==> src/rtl/instr_fetch_ctrl.sv <==
// Instruction fetch initiator: reads the word at the PC over a req/ack
// handshake, latches it into DR, strobes LDIR for one cycle and advances the PC.
module instr_fetch_ctrl #(
  parameter int ADDR_LEN = 8,
  parameter int DATA_LEN = 16,
  parameter int TIMEOUT  = 15
) (
  input  logic                clk,
  input  logic                rst_n,
  input  logic                fetch_en,
  input  logic                jump,
  input  logic [ADDR_LEN-1:0] jump_addr,
  output logic [ADDR_LEN-1:0] mem_addr,
  output logic                mem_rd,
  input  logic                mem_ack,
  input  logic [DATA_LEN-1:0] mem_data,
  output logic [DATA_LEN-1:0] DR_out,
  output logic                LDIR,
  output logic [ADDR_LEN-1:0] pc_out,
  output logic                busy,
  output logic                fetch_err,
  output logic [1:0]          dbg_state
);

  // Memory handshake: mem_rd is raised with a stable mem_addr and held until
  // the first edge that sees mem_ack=1 (the read completes on that edge) or
  // until the wait budget runs out. mem_ack is ignored while mem_rd is low.
  localparam logic [1:0] ST_IDLE = 2'd0;
  localparam logic [1:0] ST_READ = 2'd1;
  localparam logic [1:0] ST_LOAD = 2'd2;

  localparam int WCW = (TIMEOUT < 2) ? 1 : $clog2(TIMEOUT + 1);
  localparam logic [WCW-1:0] WAIT_LAST = (TIMEOUT == 0) ? '0 : WCW'(TIMEOUT - 1);

  logic [1:0]          state_q,    state_d;
  logic [ADDR_LEN-1:0] pc_q,       pc_d;
  logic [ADDR_LEN-1:0] mem_addr_q, mem_addr_d;
  logic                mem_rd_q,   mem_rd_d;
  logic [DATA_LEN-1:0] dr_q,       dr_d;
  logic                ldir_q,     ldir_d;
  logic                err_q,      err_d;
  logic [WCW-1:0]      wait_cnt_q, wait_cnt_d;

  always_comb begin
    state_d    = state_q;
    pc_d       = pc_q;
    mem_addr_d = mem_addr_q;
    mem_rd_d   = mem_rd_q;
    dr_d       = dr_q;
    ldir_d     = ldir_q;
    err_d      = err_q;
    wait_cnt_d = wait_cnt_q;
    case (state_q)
      ST_IDLE: begin
        // A jump wins over a fetch request in the same cycle.
        if (jump) begin
          pc_d  = jump_addr;
          err_d = 1'b0;
        end else if (fetch_en) begin
          mem_addr_d = pc_q;
          mem_rd_d   = 1'b1;
          wait_cnt_d = '0;
          err_d      = 1'b0;
          state_d    = ST_READ;
        end
      end
      ST_READ: begin
        if (mem_ack) begin
          dr_d     = mem_data;
          mem_rd_d = 1'b0;
          pc_d     = pc_q + ADDR_LEN'(1);
          ldir_d   = 1'b1;
          state_d  = ST_LOAD;
        end else if ((TIMEOUT != 0) && (wait_cnt_q == WAIT_LAST)) begin
          mem_rd_d = 1'b0;
          err_d    = 1'b1;
          state_d  = ST_IDLE;
        end else begin
          wait_cnt_d = wait_cnt_q + WCW'(1);
        end
      end
      ST_LOAD: begin
        ldir_d  = 1'b0;
        state_d = ST_IDLE;
      end
      default: begin
        mem_rd_d = 1'b0;
        ldir_d   = 1'b0;
        state_d  = ST_IDLE;
      end
    endcase
  end

  always_ff @(posedge clk or negedge rst_n) begin
    if (!rst_n) begin
      state_q    <= ST_IDLE;
      pc_q       <= '0;
      mem_addr_q <= '0;
      mem_rd_q   <= 1'b0;
      dr_q       <= '0;
      ldir_q     <= 1'b0;
      err_q      <= 1'b0;
      wait_cnt_q <= '0;
    end else begin
      state_q    <= state_d;
      pc_q       <= pc_d;
      mem_addr_q <= mem_addr_d;
      mem_rd_q   <= mem_rd_d;
      dr_q       <= dr_d;
      ldir_q     <= ldir_d;
      err_q      <= err_d;
      wait_cnt_q <= wait_cnt_d;
    end
  end

  assign mem_addr  = mem_addr_q;
  assign mem_rd    = mem_rd_q;
  assign DR_out    = dr_q;
  assign LDIR      = ldir_q;
  assign pc_out    = pc_q;
  assign busy      = (state_q != ST_IDLE);
  assign fetch_err = err_q;
  assign dbg_state = state_q;

endmodule

==> config.mk <==
export PLATFORM = sky130hd
export DESIGN_NAME = instr_fetch_ctrl
export DESIGN_NICKNAME = d
export VERILOG_FILES = /design/src/rtl/instr_fetch_ctrl.sv
export SDC_FILE = /design/constraint.sdc
export NUM_CORES = 1
export LEC_CHECK = 0
export CORE_UTILIZATION = 44
export CTS_BUF_LIST = sky130_fd_sc_hd__clkbuf_16
export DETAILED_ROUTE_END_ITERATION = 10
export PLACE_DENSITY = 0.9
export RECOVER_POWER = 25
export SYNTH_ARGS = -nofsm -noshare
export SYNTH_HDL_FRONTEND = slang
export SYNTH_SLANG_ARGS = --single-unit
==> constraint.sdc <==
create_clock -name clk -period 1.8 [get_ports clk]
set_input_delay 0.54 -clock clk [delete_from_list [all_inputs] [get_ports clk]]
set_output_delay 0.54 -clock clk [all_outputs]
set_load 0.02 [all_outputs]
==> results.ini, run 1 <==
[grt]
grt_max_degree=24
grt.total_usage=0.197
gr-total-overflow=0
grt_pass1_wl_um=6430
grt_pass1_vias=1436
antenna_found_initial=0

[clock_tree]
cts_max_level=2
cts_buffers=5
clk_pin_slew_ps=60
cts.sinks=41
clock_path_buffers=2
ctsHoldBuffers=0
clk_latency_ps=280
post_cts_buffers=0
cts_tree=built
cts-root-buf=clkbuf_16

[setup_path]
setup.worst_path.start_class=flip-flop
cp.arrival_ps=1230
crit_slowest_cell=clkdlybuf4s50_1
worstPathRequired_ps=1260
worstSetupPathType=flip-flop to output port
path_delay_family=buffers and inverters
critPathLaunch=DR_out[1]
crit_fanout=2
r2r-start=wait_cnt_q[0]
path_cells=clkdlybuf4s50_1
r2r_slack_ps=170
cpPeakStageDelay_ps=610
worst-path-buf-inv=1
end_kind=output port

[die]
start_util=0.461
rows=23
dieArea_um2=4490
io_pins=67
die_h_um=67.0
core_area_um2=4030
die_w_um=67.0

[sta]
fin_crit_ps=1770
setup_tns_ps=0
layout_setup_ws_ps=34.8
finalCritPeriodShare=0.981
hold_violations=0
worstMarginPinSlew_ps=1090
fmax_mhz=567
rsz0062_at_grt=no
setup_violations=0
slew_violations=0
fin_skew_ps=5.60
slew_headroom=0.274

[logic_synthesis]
synth_fa_ha_area_frac=0.0202
ys_warn_count=0
synth_compound_area_frac=0.110
synth_xor_xnor_area_share=0
synth_ff_type=dfrtp_1
seq_area_frac_synth=0.552
syn_area_um2=1860
synth_edf_count=0
synthMuxAreaShare=0.167
syn_nets=179
synth_seq_cells=41
synth_cells=147
synth-simple-area-share=0.110
synthArstFlopShare=1.00
syn_area_per_cell_um2=12.6
synth_cell_type_count=36
synth_top_family_by_area=multiplexers

[placement]
dp_hpwl_um=2900
placed_cell_area_um2=2640
place_congestion=0.772
portBuffers=66
pre_cts_ws_ps=-349

[power_and_ir_drop]
ir_worst_vdd_mv=0.878
powerDensity_nw_per_um2=1440
power_leakage_nw=1.40

[drt]
drt-wirelength-per-cell_um=14.5
num_vias=1444
wl_um=4020
drt_pass1_iterations=4
drt_iter0_markers=162
drc_errors=0
drtAntennaViolNets=0
vias_per_cell=5.21

[finish]
fillerInstances=288
syn2layout_area_growth_pct=51.6
fin_area_um2=2820
nets=259
drive_gt1_frac=0.225
diodes=0

[flow_run]
max-cap-violations=0

[min_path]
hold_path.class=primary input to asynchronous set/reset pin

[run_status]
status=finished clean

-- flip-flops by register name, indices dropped and copies added (netlist names) --
signal and cells:
fetch_err 1, wait_cnt_q 4, dbg_state 2, mem_addr 8, pc_out 8, mem_rd 1
LDIR 1, DR_out 16
-- area by class of cell --
type / count / area [µm²] / area share
flip-flops and latches: 41 / 1030 / 0.364
inverters: 5 / 18.8 / 0.00666
clock buffers: 5 / 125 / 0.0444
repair buffers: 79 / 807 / 0.286
well taps: 50 / 62.6 / 0.0222
multi-input cells: 95 / 767 / 0.272
clock inverters: 2 / 12.5 / 0.00444
-- metal layers --
layer / wire, µm / up-vias / track usage
li1: - / 686 / -
met1: 1690 / 697 / 0.240
met2: 2000 / 53 / 0.315
met3: 266 / 8 / 0.0788
met4: 54 / 0 / 0.0638
met5: 0 / - / 0
-- logic make-up (layout without fill, tap and decap cells) --
family | after synthesis | after routing
multiplexers | 25 | 25
adder cells (fa/ha/maj) | 3 | 3
AND/OR/NAND/NOR | 36 | 36
buffers and inverters | 11 | 91
AO/OA/AOI/OAI | 31 | 31
flip-flops | 41 | 41
-- repair_timing --
item / 4_1_cts / 5_1_grt
gates cloned: 0 / 0
setup endpoints to repair: 14 / 21
resized for setup: 13 / 20
-- cell usage after synthesis, types with 2 or more instances --
cell type | count | share of area
buf_6 | 2 | 0.012
dfrtp_1 | 41 | 0.55
and3_1 | 2 | 0.0067
mux2_4 | 8 | 0.065
buf_2 | 3 | 0.0081
ha_1 | 3 | 0.020
nand2_1 | 8 | 0.016
nand4_1 | 2 | 0.0067
nor2_1 | 8 | 0.016
mux2_2 | 16 | 0.097
o21ai_0 | 10 | 0.027
a2bb2oi_1 | 4 | 0.019
nand3_1 | 6 | 0.016
a21oi_1 | 7 | 0.019
o22ai_1 | 2 | 0.0067
inv_1 | 5 | 0.010
-- where the power goes --
group | switching (mW) | internal (mW) | leakage, nW
clock network | 0.342 | 0.503 | 0.0711
registers | 0.227 | 1.26 | 0.485
logic | 0.831 | 0.899 | 0.846
total | 1.40 | 2.66 | 1.40
-- cells in the final DEF (no fill, tap or decap), types with 2 or more instances in the layout --
master           count
a21oi_1              7
nand4_1              2
buf_12               2
ha_1                 3
dfrtp_1             41
clkbuf_16            5
buf_4               11
o22ai_1              2
mux2_2              16
nor2_1               6
nand3_1              6
mux2_4               8
clkdlybuf4s50_1     35
and3_1               2
a2bb2oi_1            4
inv_1                6
nand2_1              8
o21ai_0             10
dlygate4sd2_1       12
dlymetal6s2s_1      18
nor2_2               2
-- worst paths after layout --
check	to	cells past startpoint
max	DR_out[1]	1
min	mem_addr[1]	1
max reg2reg	wait_cnt_q[3]	6
min reg2reg	mem_addr[4]	1
max in group asynchronous	DR_out[8]	2
min in group clk	mem_addr[4]	1
-- stage by stage --
stage / power, mW / util / std cells / hold WS [ps]
CTS: 4.14 / 0.687 / 277 / 213
global route: 4.30 / 0.700 / 277 / 515
global placement: 3.27 / 0.656 / 270 / 470
finish: 4.06 / 0.700 / 277 / 436
detailed placement: 3.33 / 0.656 / 270 / 496
floorplan: 2.43 / - / 147 / 244
No activity file was read; power rests on OpenSTA's default activity.
==> run 2, diff against run 1 <==
==> constraint.sdc (replaced) <==
create_clock -name clk -period 1.9 [get_ports clk]
set_input_delay 0.38 -clock clk [delete_from_list [all_inputs] [get_ports clk]]
set_output_delay 0.38 -clock clk [all_outputs]
set_load 0.02 [all_outputs]
==> run 2 against run 1 <==
Clock skew down 1.1 ps. Routed wire length decreased by 2.1%. Combinational power is 5% lower. Critical path type unchanged. Highest routed layer unchanged. Largest cell class unchanged.
==> results.ini, run 2 (synthesized netlist as in run 1, its figures left out) <==
[run_status]
status=finished clean  ; unchanged

[flow_run]
max-cap-violations=0  ; unchanged

[die]
die_h_um=67.0  ; unchanged
start_util=0.461  ; unchanged
die_w_um=67.0  ; unchanged
rows=23  ; unchanged
dieArea_um2=4490  ; unchanged
io_pins=67  ; unchanged
core_area_um2=4030  ; unchanged

[grt]
gr-total-overflow=0  ; unchanged
antenna_found_initial=0  ; unchanged
grt_max_degree=24  ; unchanged
grt_pass1_vias=1441  ; was 1436
grt.total_usage=0.195  ; was 0.197
grt_pass1_wl_um=6400  ; was 6430 µm

[finish]
nets=252  ; was 259
drive_gt1_frac=0.199  ; was 0.225
largest_reg_flops=16  ; unchanged
fin_area_um2=2710  ; was 2820 µm²
final_common_cell=clkdlybuf4s50_1  ; was dfrtp_1
instances_no_fill=271  ; was 277
syn2layout_area_growth_pct=45.6  ; was 51.6%
final_cell_mix=clkdlybuf4s50_1, dfrtp_1, mux2_2  ; was dfrtp_1, clkdlybuf4s50_1, dlymetal6s2s_1
fillerInstances=291  ; was 288
diodes=0  ; unchanged

[power_and_ir_drop]
clockPowerShare=0.207  ; was 0.208
p_seq_frac=0.369  ; was 0.366
intPower_mw=2.57  ; was 2.66 mW
switching_share=0.340  ; was 0.345
p_sw_mw=1.32  ; was 1.40 mW
powerDensity_nw_per_um2=1440  ; about the same
combPwrFrac=0.424  ; was 0.426
ir_worst_vdd_mv=0.779  ; was 0.878 mV
power_leakage_nw=1.18  ; was 1.40 nW

[setup_path]
path_cells=clkdlybuf4s50_1  ; unchanged
cp.arrival_ps=1390  ; was 1230 ps
worst-path-buf-inv=1  ; unchanged
path_delay_family=buffers and inverters  ; unchanged
cpPeakStageDelay_ps=650  ; was 610 ps
crit_slowest_cell=clkdlybuf4s50_1  ; unchanged
end_kind=output port  ; unchanged
setup.worst_path.start_class=flip-flop  ; unchanged
worstPathRequired_ps=1520  ; was 1260 ps
worstSetupPathType=flip-flop to output port  ; unchanged
crit_fanout=8  ; was 2

[drt]
drt_iter0_markers=107  ; was 162
drt-wirelength-per-cell_um=14.5  ; about the same
vias_per_cell=5.15  ; was 5.21
drtAntennaViolNets=0  ; unchanged
drc_errors=0  ; unchanged
drt_pass1_iterations=4  ; unchanged
num_vias=1396  ; was 1444
wl_um=3930  ; was 4020 µm

[sta]
fin_skew_ps=4.47  ; was 5.60 ps
fmax_mhz=566
hold_ws_ps=256  ; was 436 ps
slew_violations=0  ; unchanged
rsz0062_at_grt=no  ; unchanged
setup_tns_ps=0  ; unchanged
hold_violations=0  ; unchanged
finalCritPeriodShare=0.931
slew_headroom=0.319  ; was 0.274
worstMarginPinSlew_ps=1020  ; was 1090 ps
fin_crit_ps=1770
setup_violations=0  ; unchanged

[clock_tree]
clock_path_buffers=2  ; unchanged
post_cts_buffers=0  ; unchanged
cts_tree=built  ; unchanged
cts_max_level=2  ; unchanged
cts.sinks=41  ; unchanged
cts-root-buf=clkbuf_16  ; unchanged
clk_pin_slew_ps=60  ; about the same
cts_buffers=5  ; unchanged
clk_latency_ps=280  ; about the same

[placement]
placedCellCount=263  ; was 270
place_congestion=0.742  ; was 0.772
dp_hpwl_um=2900  ; about the same
placed_cell_area_um2=2580  ; was 2640 µm²
portBuffers=66  ; unchanged

[min_path]
hold_path.class=primary input to asynchronous set/reset pin  ; unchanged

run 2: path summary, 6_finish.rpt:
kind | cells past startpoint | slack [ps] | from | endpoint
worst min-delay path | 1 | 260 | rst_n | mem_addr[0]
min in group clk | 1 | 490 | mem_rd | mem_rd
worst max-delay path | 1 | 130 | pc_out[4] | pc_out[4]
worst max register to register | 6 | 250 | wait_cnt_q[0] | wait_cnt_q[2]
max in group asynchronous | 2 | 550 | rst_n | DR_out[1]
worst min register to register | 1 | 490 | mem_rd | mem_rd
run 2: worst reg2reg max path: cells and delay by family, from the launching register on:
| family | cells | cell delay [ps] |
|---|---|---|
| flops | 1 | 410 |
| fa+ha+maj | 1 | 190 |
| buf+inv | 1 | 60 |
| compound gates | 2 | 280 |
| simple gates | 2 | 580 |
run 2: cell type report:
class	count	area (µm²)	area share
inverters	5	18.8	0.00693
clock buffers	5	125	0.0462
clock inverters	3	17.5	0.00647
well taps	50	62.6	0.0231
multi-input cells	95	762	0.281
repair buffers	72	696	0.257
flip-flops and latches	41	1030	0.379
run 2: power groups by stage:
| stage | logic, mW | registers (mW) | clock network, mW |
|---|---|---|---|
| global route | 1.77 | 1.49 | 0.869 |
| detailed placement | 1.67 | 1.45 | 0 |
| global placement | 1.63 | 1.43 | 0 |
| floorplan | 0.513 | 1.79 | 0 |
| CTS | 1.67 | 1.44 | 0.823 |
| finish | 1.65 | 1.44 | 0.804 |
run 2: routing by layer:
layer	GRT usage	vias up	routed length [µm]
li1	-	669	-
met2	0.338	50	1980
met4	0.0559	0	43
met5	0	-	0
met1	0.223	672	1660
met3	0.0702	5	248
run 2: stage by stage:
stage	power [mW]	utilization	setup WS, ps
floorplan	2.30	-	321
finish	3.89	0.672	132
global route	4.13	0.672	67.1
global placement	3.06	0.640	130
detailed placement	3.12	0.640	101
CTS	3.94	0.675	122
run 2: timing repair:
| item | in CTS | in global routing |
|---|---|---|
| resized for setup | 1 | 1 |
| setup endpoints to repair | 1 | 1 |
| pin swaps | 0 | 0 |
| hold buffers | 0 | 0 |
==> run 3, diff against run 2 <==
Settings changed: CORE_ASPECT_RATIO set to 0.7, SKIP_CTS_REPAIR_TIMING set to 1.
==> run 3 against run 2 <==
First-iteration DRC count fell by 13%. Final cell count rose by 0.74%. Combinational power is essentially flat. Sequential cell count is the same. Die area about the same. Global-route usage fell by 0.28 points. Critical endpoint unchanged.
==> results.ini, run 3 (synthesized netlist as in run 1, its figures left out) <==
[setup_path]
cpPeakStageDelay_ps=660  ; was 650 ps
crit_fanout=8  ; unchanged
setup.worst_path.start_class=flip-flop  ; unchanged
worst-path-buf-inv=1  ; unchanged
worstPathRequired_ps=1520  ; about the same
path_cells=clkdlybuf4s50_1  ; unchanged
path_delay_family=buffers and inverters  ; unchanged
end_kind=output port  ; unchanged
cp.arrival_ps=1400  ; was 1390 ps
worstSetupPathType=flip-flop to output port  ; unchanged
crit_slowest_cell=clkdlybuf4s50_1  ; unchanged

[drt]
drt_pass1_iterations=4  ; unchanged
wl_um=3960  ; was 3930 µm
drc_errors=0  ; unchanged
drt_iter0_markers=93  ; was 107
vias_per_cell=5.19  ; was 5.15
num_vias=1417  ; was 1396
drt-wirelength-per-cell_um=14.5  ; about the same
drtAntennaViolNets=0  ; unchanged

[min_path]
hold_path.class=primary input to asynchronous set/reset pin  ; unchanged

[power_and_ir_drop]
fin_total_pwr_mw=3.89  ; about the same
p_sw_mw=1.32  ; about the same
p_seq_frac=0.369  ; about the same
powerDensity_nw_per_um2=1440  ; about the same
switching_share=0.340  ; about the same
intPower_mw=2.57  ; about the same
clockPowerShare=0.203  ; was 0.207
combPwrFrac=0.428  ; was 0.424
ir_worst_vdd_mv=0.871  ; was 0.779 mV
power_leakage_nw=1.19  ; was 1.18 nW

[die]
die_w_um=79.7  ; was 67.0 µm
core_area_um2=3990  ; was 4030 µm²
io_pins=67  ; unchanged
start_util=0.466  ; was 0.461
die_h_um=56.4  ; was 67.0 µm
rows=19  ; was 23
dieArea_um2=4490  ; about the same

[finish]
final_cell_mix=clkdlybuf4s50_1, dfrtp_1, mux2_2  ; unchanged
final_common_cell=clkdlybuf4s50_1  ; unchanged
drive_gt1_frac=0.195  ; was 0.199
largest_reg_flops=16  ; unchanged
fillerInstances=321  ; was 291
nets=252  ; unchanged
fin_area_um2=2710  ; unchanged
diodes=0  ; unchanged
syn2layout_area_growth_pct=45.6  ; unchanged

[grt]
grt_pass1_vias=1371  ; was 1441
grt_max_degree=23  ; was 24
grt.total_usage=0.192  ; was 0.195
antenna_found_initial=0  ; unchanged
grt_pass1_wl_um=6500  ; was 6400 µm
gr-total-overflow=0  ; unchanged

[run_status]
status=finished clean  ; unchanged

[sta]
fin_skew_ps=3.97  ; was 4.47 ps
worstMarginPinSlew_ps=1010  ; was 1020 ps
finalCritPeriodShare=0.939  ; was 0.931
hold_violations=0  ; unchanged
fmax_mhz=561  ; was 566 MHz
rsz0062_at_grt=no  ; unchanged
slew_violations=0  ; unchanged
setup_violations=0  ; unchanged
slew_headroom=0.327  ; was 0.319
fin_crit_ps=1780  ; was 1770 ps

[placement]
placed_cell_area_um2=2580  ; about the same
portBuffers=66  ; unchanged
place_congestion=0.811  ; was 0.742
dp_hpwl_um=2860  ; was 2900 µm

[clock_tree]
clk_latency_ps=280  ; about the same
clock_path_buffers=2  ; unchanged
cts.sinks=41  ; unchanged
cts_max_level=2  ; unchanged
cts-root-buf=clkbuf_16  ; unchanged
cts_buffers=5  ; unchanged
cts_tree=built  ; unchanged
clk_pin_slew_ps=60  ; about the same

[flow_run]
max-cap-violations=0  ; unchanged

## run 3: cell count changes in the layout (fill, tap and decap cells not counted), sizes merged
cell	previous run	this run
clkinvlp	1	0
dlygate4sd2	1	0
dlymetal6s2s	0	1
inv	5	6
## run 3: path summary, 6_finish.rpt
kind                               start             to  slack [ps]  depth (start not counted)
min in group clk                  mem_rd         mem_rd         480                          1
max reg2reg                wait_cnt_q[0]  wait_cnt_q[2]         150                          6
max in group asynchronous          rst_n      pc_out[5]         560                          2
min                                rst_n      DR_out[6]         260                          1
min reg2reg                       mem_rd         mem_rd         480                          1
max                            pc_out[4]      pc_out[4]         120                          1
## run 3: power by group through the flow
stage                     Combinational (mW)  Sequential [mW]  Clock, mW
after global placement                  1.64             1.42          0
final                                   1.67             1.44      0.788
after global routing                    1.77             1.48      0.843
after CTS                               1.69             1.44      0.807
after detailed placement                1.67             1.44          0
after floorplan                        0.513             1.79          0
## run 3: layer usage
metal,GRT usage,vias up,part of all wire
li1,-,671,-
met1,0.274,696,0.47
met2,0.280,48,0.45
met3,0.0699,2,0.082
met4,0.0442,0,0.0040
met5,0,-,0
## run 3: layout make-up
| type | instances | area (µm²) | share of cell area |
|---|---|---|---|
| Clock inverter | 3 | 13.8 | 0.00508 |
| Tap cell | 52 | 65.1 | 0.0240 |
| Sequential cell | 41 | 1030 | 0.379 |
| Inverter | 5 | 18.8 | 0.00693 |
| Timing Repair Buffer | 72 | 699 | 0.258 |
| Clock buffer | 5 | 125 | 0.0462 |
| Multi-Input combinational cell | 95 | 759 | 0.280 |
## run 3: metrics by stage
stage	setup WS (ps)	cells	TNS, ps	hold WS (ps)	util
after floorplan	321	147	0	84.4	-
after detailed placement	66.4	265	0	356	0.646
after global placement	95.3	265	0	361	0.646
after global routing	57.0	273	0	352	0.678
final	117	273	0	256	0.678
after CTS	-24.1	273	-24.1	65.0	0.681
## run 3: worst register-to-register path: cells and delay by family (launching register included)
| family | cells | cell delay (ps) |
|---|---|---|
| simple gates | 2 | 650 |
| flops | 1 | 400 |
| compound gates | 2 | 310 |
| fa+ha+maj | 1 | 200 |
| buf+inv | 1 | 60 |
